File: src/rtl/acc_mem_arbiter.sv
// Round-robin arbiter sharing one data-memory port among accelerator units.
// One transaction in flight; address/data captured at grant.
module acc_mem_arbiter #(
    parameter int NUM_ACC             = 4,
    parameter int MEM_ADDR_SIZE       = 16,
    parameter int MEM_READ_DATA_SIZE  = 512,
    parameter int MEM_WRITE_DATA_SIZE = 32,
    parameter int MEM_RD_LATENCY      = 1
) (
    input  logic                                   clk,
    input  logic                                   rst_n,
    input  logic [NUM_ACC-1:0]                     acc_read_en,
    input  logic [NUM_ACC*MEM_ADDR_SIZE-1:0]       acc_read_addr,
    input  logic [NUM_ACC-1:0]                     acc_write_en,
    input  logic [NUM_ACC*MEM_ADDR_SIZE-1:0]       acc_write_addr,
    input  logic [NUM_ACC*MEM_WRITE_DATA_SIZE-1:0] acc_write_data,
    output logic [MEM_READ_DATA_SIZE-1:0]          acc_read_data,
    output logic [NUM_ACC-1:0]                     acc_read_data_valid,
    output logic [NUM_ACC-1:0]                     acc_write_done,
    output logic [MEM_ADDR_SIZE-1:0]               mem_addr,
    output logic                                   mem_rd_en,
    output logic                                   mem_wr_en,
    output logic [MEM_WRITE_DATA_SIZE-1:0]         mem_wr_data,
    input  logic [MEM_READ_DATA_SIZE-1:0]          mem_rd_data,
    output logic                                   busy
);

    localparam int IW = $clog2(NUM_ACC);
    localparam int CW = $clog2(MEM_RD_LATENCY + 1);

    typedef enum logic [2:0] {
        IDLE, ISSUE_RD, RD_WAIT, RESP_RD, ISSUE_WR, RESP_WR
    } state_t;

    state_t             state;
    logic [IW-1:0]      ptr;
    logic [IW-1:0]      win_idx;
    logic [IW-1:0]      pick;
    logic [IW-1:0]      idx;
    logic               found;
    logic [CW-1:0]      cnt;
    logic [NUM_ACC-1:0] pending;

    // First pending requester after the pointer, wrapping around
    always_comb begin
        pending = acc_read_en | acc_write_en;
        found   = 1'b0;
        pick    = '0;
        idx     = '0;
        for (int k = 1; k <= NUM_ACC; k++) begin
            idx = IW'((int'(ptr) + k) % NUM_ACC);
            if (!found && pending[idx]) begin
                found = 1'b1;
                pick  = idx;
            end
        end
    end

    always_ff @(posedge clk or negedge rst_n) begin
        if (!rst_n) begin
            state               <= IDLE;
            ptr                 <= IW'(NUM_ACC - 1);
            win_idx             <= '0;
            cnt                 <= '0;
            acc_read_data       <= '0;
            acc_read_data_valid <= '0;
            acc_write_done      <= '0;
            mem_addr            <= '0;
            mem_rd_en           <= 1'b0;
            mem_wr_en           <= 1'b0;
            mem_wr_data         <= '0;
            busy                <= 1'b0;
        end else begin
            acc_read_data_valid <= '0;
            acc_write_done      <= '0;
            mem_addr            <= '0;
            mem_rd_en           <= 1'b0;
            mem_wr_en           <= 1'b0;
            mem_wr_data         <= '0;
            unique case (state)
                IDLE: begin
                    if (found) begin
                        win_idx <= pick;
                        ptr     <= pick;
                        busy    <= 1'b1;
                        if (acc_read_en[pick]) begin
                            state     <= ISSUE_RD;
                            mem_rd_en <= 1'b1;
                            mem_addr  <=
                                acc_read_addr[pick*MEM_ADDR_SIZE +: MEM_ADDR_SIZE];
                        end else begin
                            state       <= ISSUE_WR;
                            mem_wr_en   <= 1'b1;
                            mem_addr    <=
                                acc_write_addr[pick*MEM_ADDR_SIZE +: MEM_ADDR_SIZE];
                            mem_wr_data <= acc_write_data[
                                pick*MEM_WRITE_DATA_SIZE +: MEM_WRITE_DATA_SIZE];
                        end
                    end
                end
                ISSUE_RD: begin
                    state <= RD_WAIT;
                    cnt   <= CW'(MEM_RD_LATENCY - 1);
                end
                RD_WAIT: begin
                    if (cnt == '0) begin
                        state               <= RESP_RD;
                        acc_read_data       <= mem_rd_data;
                        acc_read_data_valid <= NUM_ACC'(1) << win_idx;
                    end else begin
                        cnt <= cnt - 1'b1;
                    end
                end
                ISSUE_WR: begin
                    state          <= RESP_WR;
                    acc_write_done <= NUM_ACC'(1) << win_idx;
                end
                RESP_RD, RESP_WR: begin
                    state <= IDLE;
                    busy  <= 1'b0;
                end
                default: begin
                    state <= IDLE;
                    busy  <= 1'b0;
                end
            endcase
        end
    end

endmodule

File: config.mk
export PLATFORM = sky130hd
export DESIGN_NAME = acc_mem_arbiter
export DESIGN_NICKNAME = d
export VERILOG_FILES = /design/src/rtl/acc_mem_arbiter.sv
export SDC_FILE = /design/constraint.sdc
export NUM_CORES = 1
export LEC_CHECK = 0
export ABC_CLOCK_PERIOD_IN_PS = 3000
export CORE_AREA = 2 2 524 526
export DETAILED_ROUTE_END_ITERATION = 10
export DIE_AREA = 0 0 526 528
export GPL_TIMING_DRIVEN = 1
export REMOVE_ABC_BUFFERS = 1
export SLEW_MARGIN = 20
export SYNTH_ARGS = -nofsm -noshare
export SYNTH_HDL_FRONTEND = slang
export SYNTH_SLANG_ARGS = --single-unit
File: constraint.sdc
create_clock -name clk -period 3 [get_ports clk]
set_input_delay 0.45 -clock clk [delete_from_list [all_inputs] [get_ports clk]]
set_output_delay 0.45 -clock clk [all_outputs]
set_load 0.02 [all_outputs]
==> impl_metrics.ini <==
[status]
outcome = finished clean

[setup_path]
crit_start = ptr[1]$_DFFE_PN1P_
cp.arrival_ns = 3.14
cp-start-kind = flip-flop
crit_fanout = 34
path_class = flip-flop to flip-flop
crit_path_end_kind = flip-flop
regToRegSetupSlack_ns = 0.42
r2r_cells = 6
reg2reg_from = ptr[1]$_DFFE_PN1P_
critPathRequiredTime_ns = 3.56
rr_endpoint = mem_wr_data[17]$_DFF_PN0_

[clock_tree]
cts.sinks = 578
cts_root_buf = clkbuf_16
cts_tree = yes
postCtsSetupRepairBufs = 0
clk_path_buf_depth = 3
clk_pin_slew_ns = 0.06
cts_buffers = 75
worstSkewPairLatency_ns = 0.71
htreeDepth = 3

[routing]
top_layer = met5
antenna_left = 0
drc_errors = 0
routed_wl_mm = 215.8
dr.pass1.iters = 7
wl_met3_mm = 33.51
drt_iter0_drc = 1588
vias = 25690
routedWlPerCell_um = 27.88
routed_via_density = 3.320
wl_met1_mm = 80.46
route.met2.wl_mm = 91.68

[power]
clockPowerShare_pct = 19.0
swShare_pct = 44.31
seqPwrFrac_pct = 27.9
irDropWorstVdd_uv = 453.7
pwr-share-comb_pct = 53.1
switchingPower_mw = 21.96
leakage_nw = 19.78
internal_power_mw = 27.61
cellPowerDensity_nw_per_um2 = 1096

[worst_hold_path]
hold_start = mem_rd_data[469]
hold_path_depth = 3
hold_path_end = acc_read_data[469]$_DFFE_PN0P_
hold_path.class = primary input to flip-flop

[timing]
fmax_ghz = 0.3876
relSlewSlack_pct = 30.23
rsz0062_at_grt = false
tightest_slew_ns = 1.043
finalCritPeriodShare_pct = 86.01
setup_ws_ns = 0.4198
drv_slew = 0
tns_ns = 0
period_needed_ns = 2.580
skew_ns = 0.05313
setup_viol = 0
hold_viol = 0

[grt]
first_global_vias = 25850
antenna_found_initial = 295
grt_max_degree = 117
grt_pass1_wl_mm = 272.5
grt-ovfl-total = 0
grt_use_total_pct = 15.03

[logic_synthesis]
ys_seq_area_share_pct = 60.09
synth_edf_count = 0
synth_ff_type = dfrtp_1
synth_area_sq_um = 24080
ys_warn_count = 0
avgSynthCellArea_sq_um = 8.993
synth_cells = 2677
ys_seq_elements = 578
ys_async_sr_fraction_pct = 100.0
ys_types = 55

[floorplanning]
ios = 1349
die_w_um = 526
num_rows = 192
initial_utilization_pct = 8.838
core_sq_um = 272400
die_area_sq_um = 277700
die_y_um = 528

[cells_and_area]
utilization_pct = 16.61
syn2layout_area_growth_pct = 87.89
drive_gt1_share_pct = 7.056
layout.nets = 4812
finalInstanceArea_sq_um = 45240
fill_cells = 30360

[place]
io_buffers = 1348
pre_cts_ws_ns = -0.2776
place.detailed.hpwl_mm = 188.0
place_area_sq_um = 42590
gp_congestion = 0.9589

[run]
cap_violations = 0
registers in the layout (all words and copies together), names as in the netlist:
| signal | cells |
|---|---|
| mem_wr_data | 32 |
| mem_wr_en | 1 |
| busy | 1 |
| mem_rd_en | 1 |
| mem_addr | 16 |
| win_idx | 2 |
| acc_read_data | 512 |
| acc_write_done | 4 |
| acc_read_data_valid | 4 |
| ptr | 2 |
| state | 3 |
through the flow:
stage | cells | power (mW) | hold WS, ns
floorplan | 2509 | 22.89 | 0.1544
global placement | 7545 | 40.45 | 0.4443
detailed placement | 7545 | 40.75 | 0.4587
CTS | 7685 | 50.70 | 0.1724
global route | 7703 | 52.39 | 0.2245
finish | 7739 | 49.57 | 0.2655
cells in the final DEF, fill, tap and decap left out, drive strengths merged, types with 17 or more instances in the layout:
| cell type | Yosys | final |
|---|---|---|
| nand2 | 1608 | 1608 |
| clkdlybuf4s50 | 0 | 1347 |
| dfrtp | 576 | 576 |
| clkbuf | 140 | 104 |
| buf | 28 | 100 |
| diode | 0 | 54 |
| inv | 36 | 44 |
| nor4 | 33 | 33 |
| a22oi | 32 | 32 |
| o2111ai | 32 | 32 |
| mux2i | 32 | 32 |
| nor2b | 32 | 32 |
| mux4 | 32 | 32 |
| clkinv | 2 | 21 |
| nor2 | 17 | 17 |
| and2 | 17 | 17 |
worst max path at each step:
stage,slack (ns),depth (start not counted),endpoint
global route,0.32,6,mem_wr_data[14]$_DFF_PN0_
finish,0.42,6,mem_wr_data[17]$_DFF_PN0_
detailed placement,-0.28,11,mem_wr_data[17]$_DFF_PN0_
global placement,-0.21,11,mem_wr_data[10]$_DFF_PN0_
floorplan,-24.61,3,acc_read_data[0]$_DFFE_PN0P_
CTS,0.36,1,acc_read_data[129]
cells in the mapped netlist, types with 2 or more instances:
cell	n	area, sq um
nor2b_1	5	31.28
buf_2	12	60.06
mux2i_1	32	320.3
nor4_1	33	206.5
clkbuf_1	140	525.5
buf_4	7	52.55
a22oi_1	32	240.2
nor3_1	4	20.02
mux4_1	7	183.9
o221ai_1	16	140.1
and2_1	14	87.58
nor2_1	15	56.30
and3_1	2	12.51
inv_1	36	135.1
mux4_2	25	563.0
buf_1	3	11.26
buf_6	6	67.56
nor2b_2	27	236.5
clkinv_1	2	7.510
dfstp_2	2	52.55
a21oi_1	5	25.02
a21o_1	2	15.01
o21ai_0	4	20.02
nand2_1	1607	6032
o2111ai_1	32	280.3
and2_0	3	18.77
dfrtp_1	576	14410
layer usage:
| metal | global-route usage [%] | vias to the layer above |
|---|---|---|
| li1 | - | 11230 |
| met1 | 16.66 | 12250 |
| met2 | 22.83 | 1511 |
| met3 | 10.14 | 480 |
| met4 | 5.040 | 218 |
| met5 | 0 | - |
cell type report:
class / instances / area, sq um / share of cell area [%]
multi-input combinational: 1893 / 8776 / 19.40
clock inverter: 35 / 381.6 / 0.8436
inverter: 38 / 142.6 / 0.3153
antenna: 54 / 135.1 / 0.2987
tap: 3589 / 4491 / 9.927
sequential: 578 / 14470 / 31.98
clock buffer: 104 / 2117 / 4.680
timing repair buffer: 1448 / 14730 / 32.56
kinds of logic after synthesis:
kind of cell    synth area share (%)
simple gates                   28.11
flops                          60.09
compound gates                 3.768
mux                            4.433
buf+inv                        3.570
xor+xnor                     0.03639
worst max-delay path, cell delays in order (launching register included):
cell,delay [ns]
dfstp_2,0.64
o21ai_1,0.12
a22o_1,0.25
a221oi_4,0.31
buf_12,0.28
mux4_1,0.60
nor2b_2,0.17
what timing repair did:
action / in CTS / in global routing
gates resized for setup: 0 / 0
hold buffers: 1 / 0
setup endpoints to repair: 0 / 0
endpoints found under the hold margin: 40 / 0
power groups by stage:
stage	Clock, mW	Combinational (mW)	Sequential, mW
after floorplan	0	5.94	16.9
after global placement	0	26.7	13.8
after detailed placement	0	26.9	13.9
after CTS	9.90	27.0	13.8
after global routing	10.1	28.0	14.2
final	9.43	26.3	13.8
Note: power is estimated with default switching activity, not from simulation.
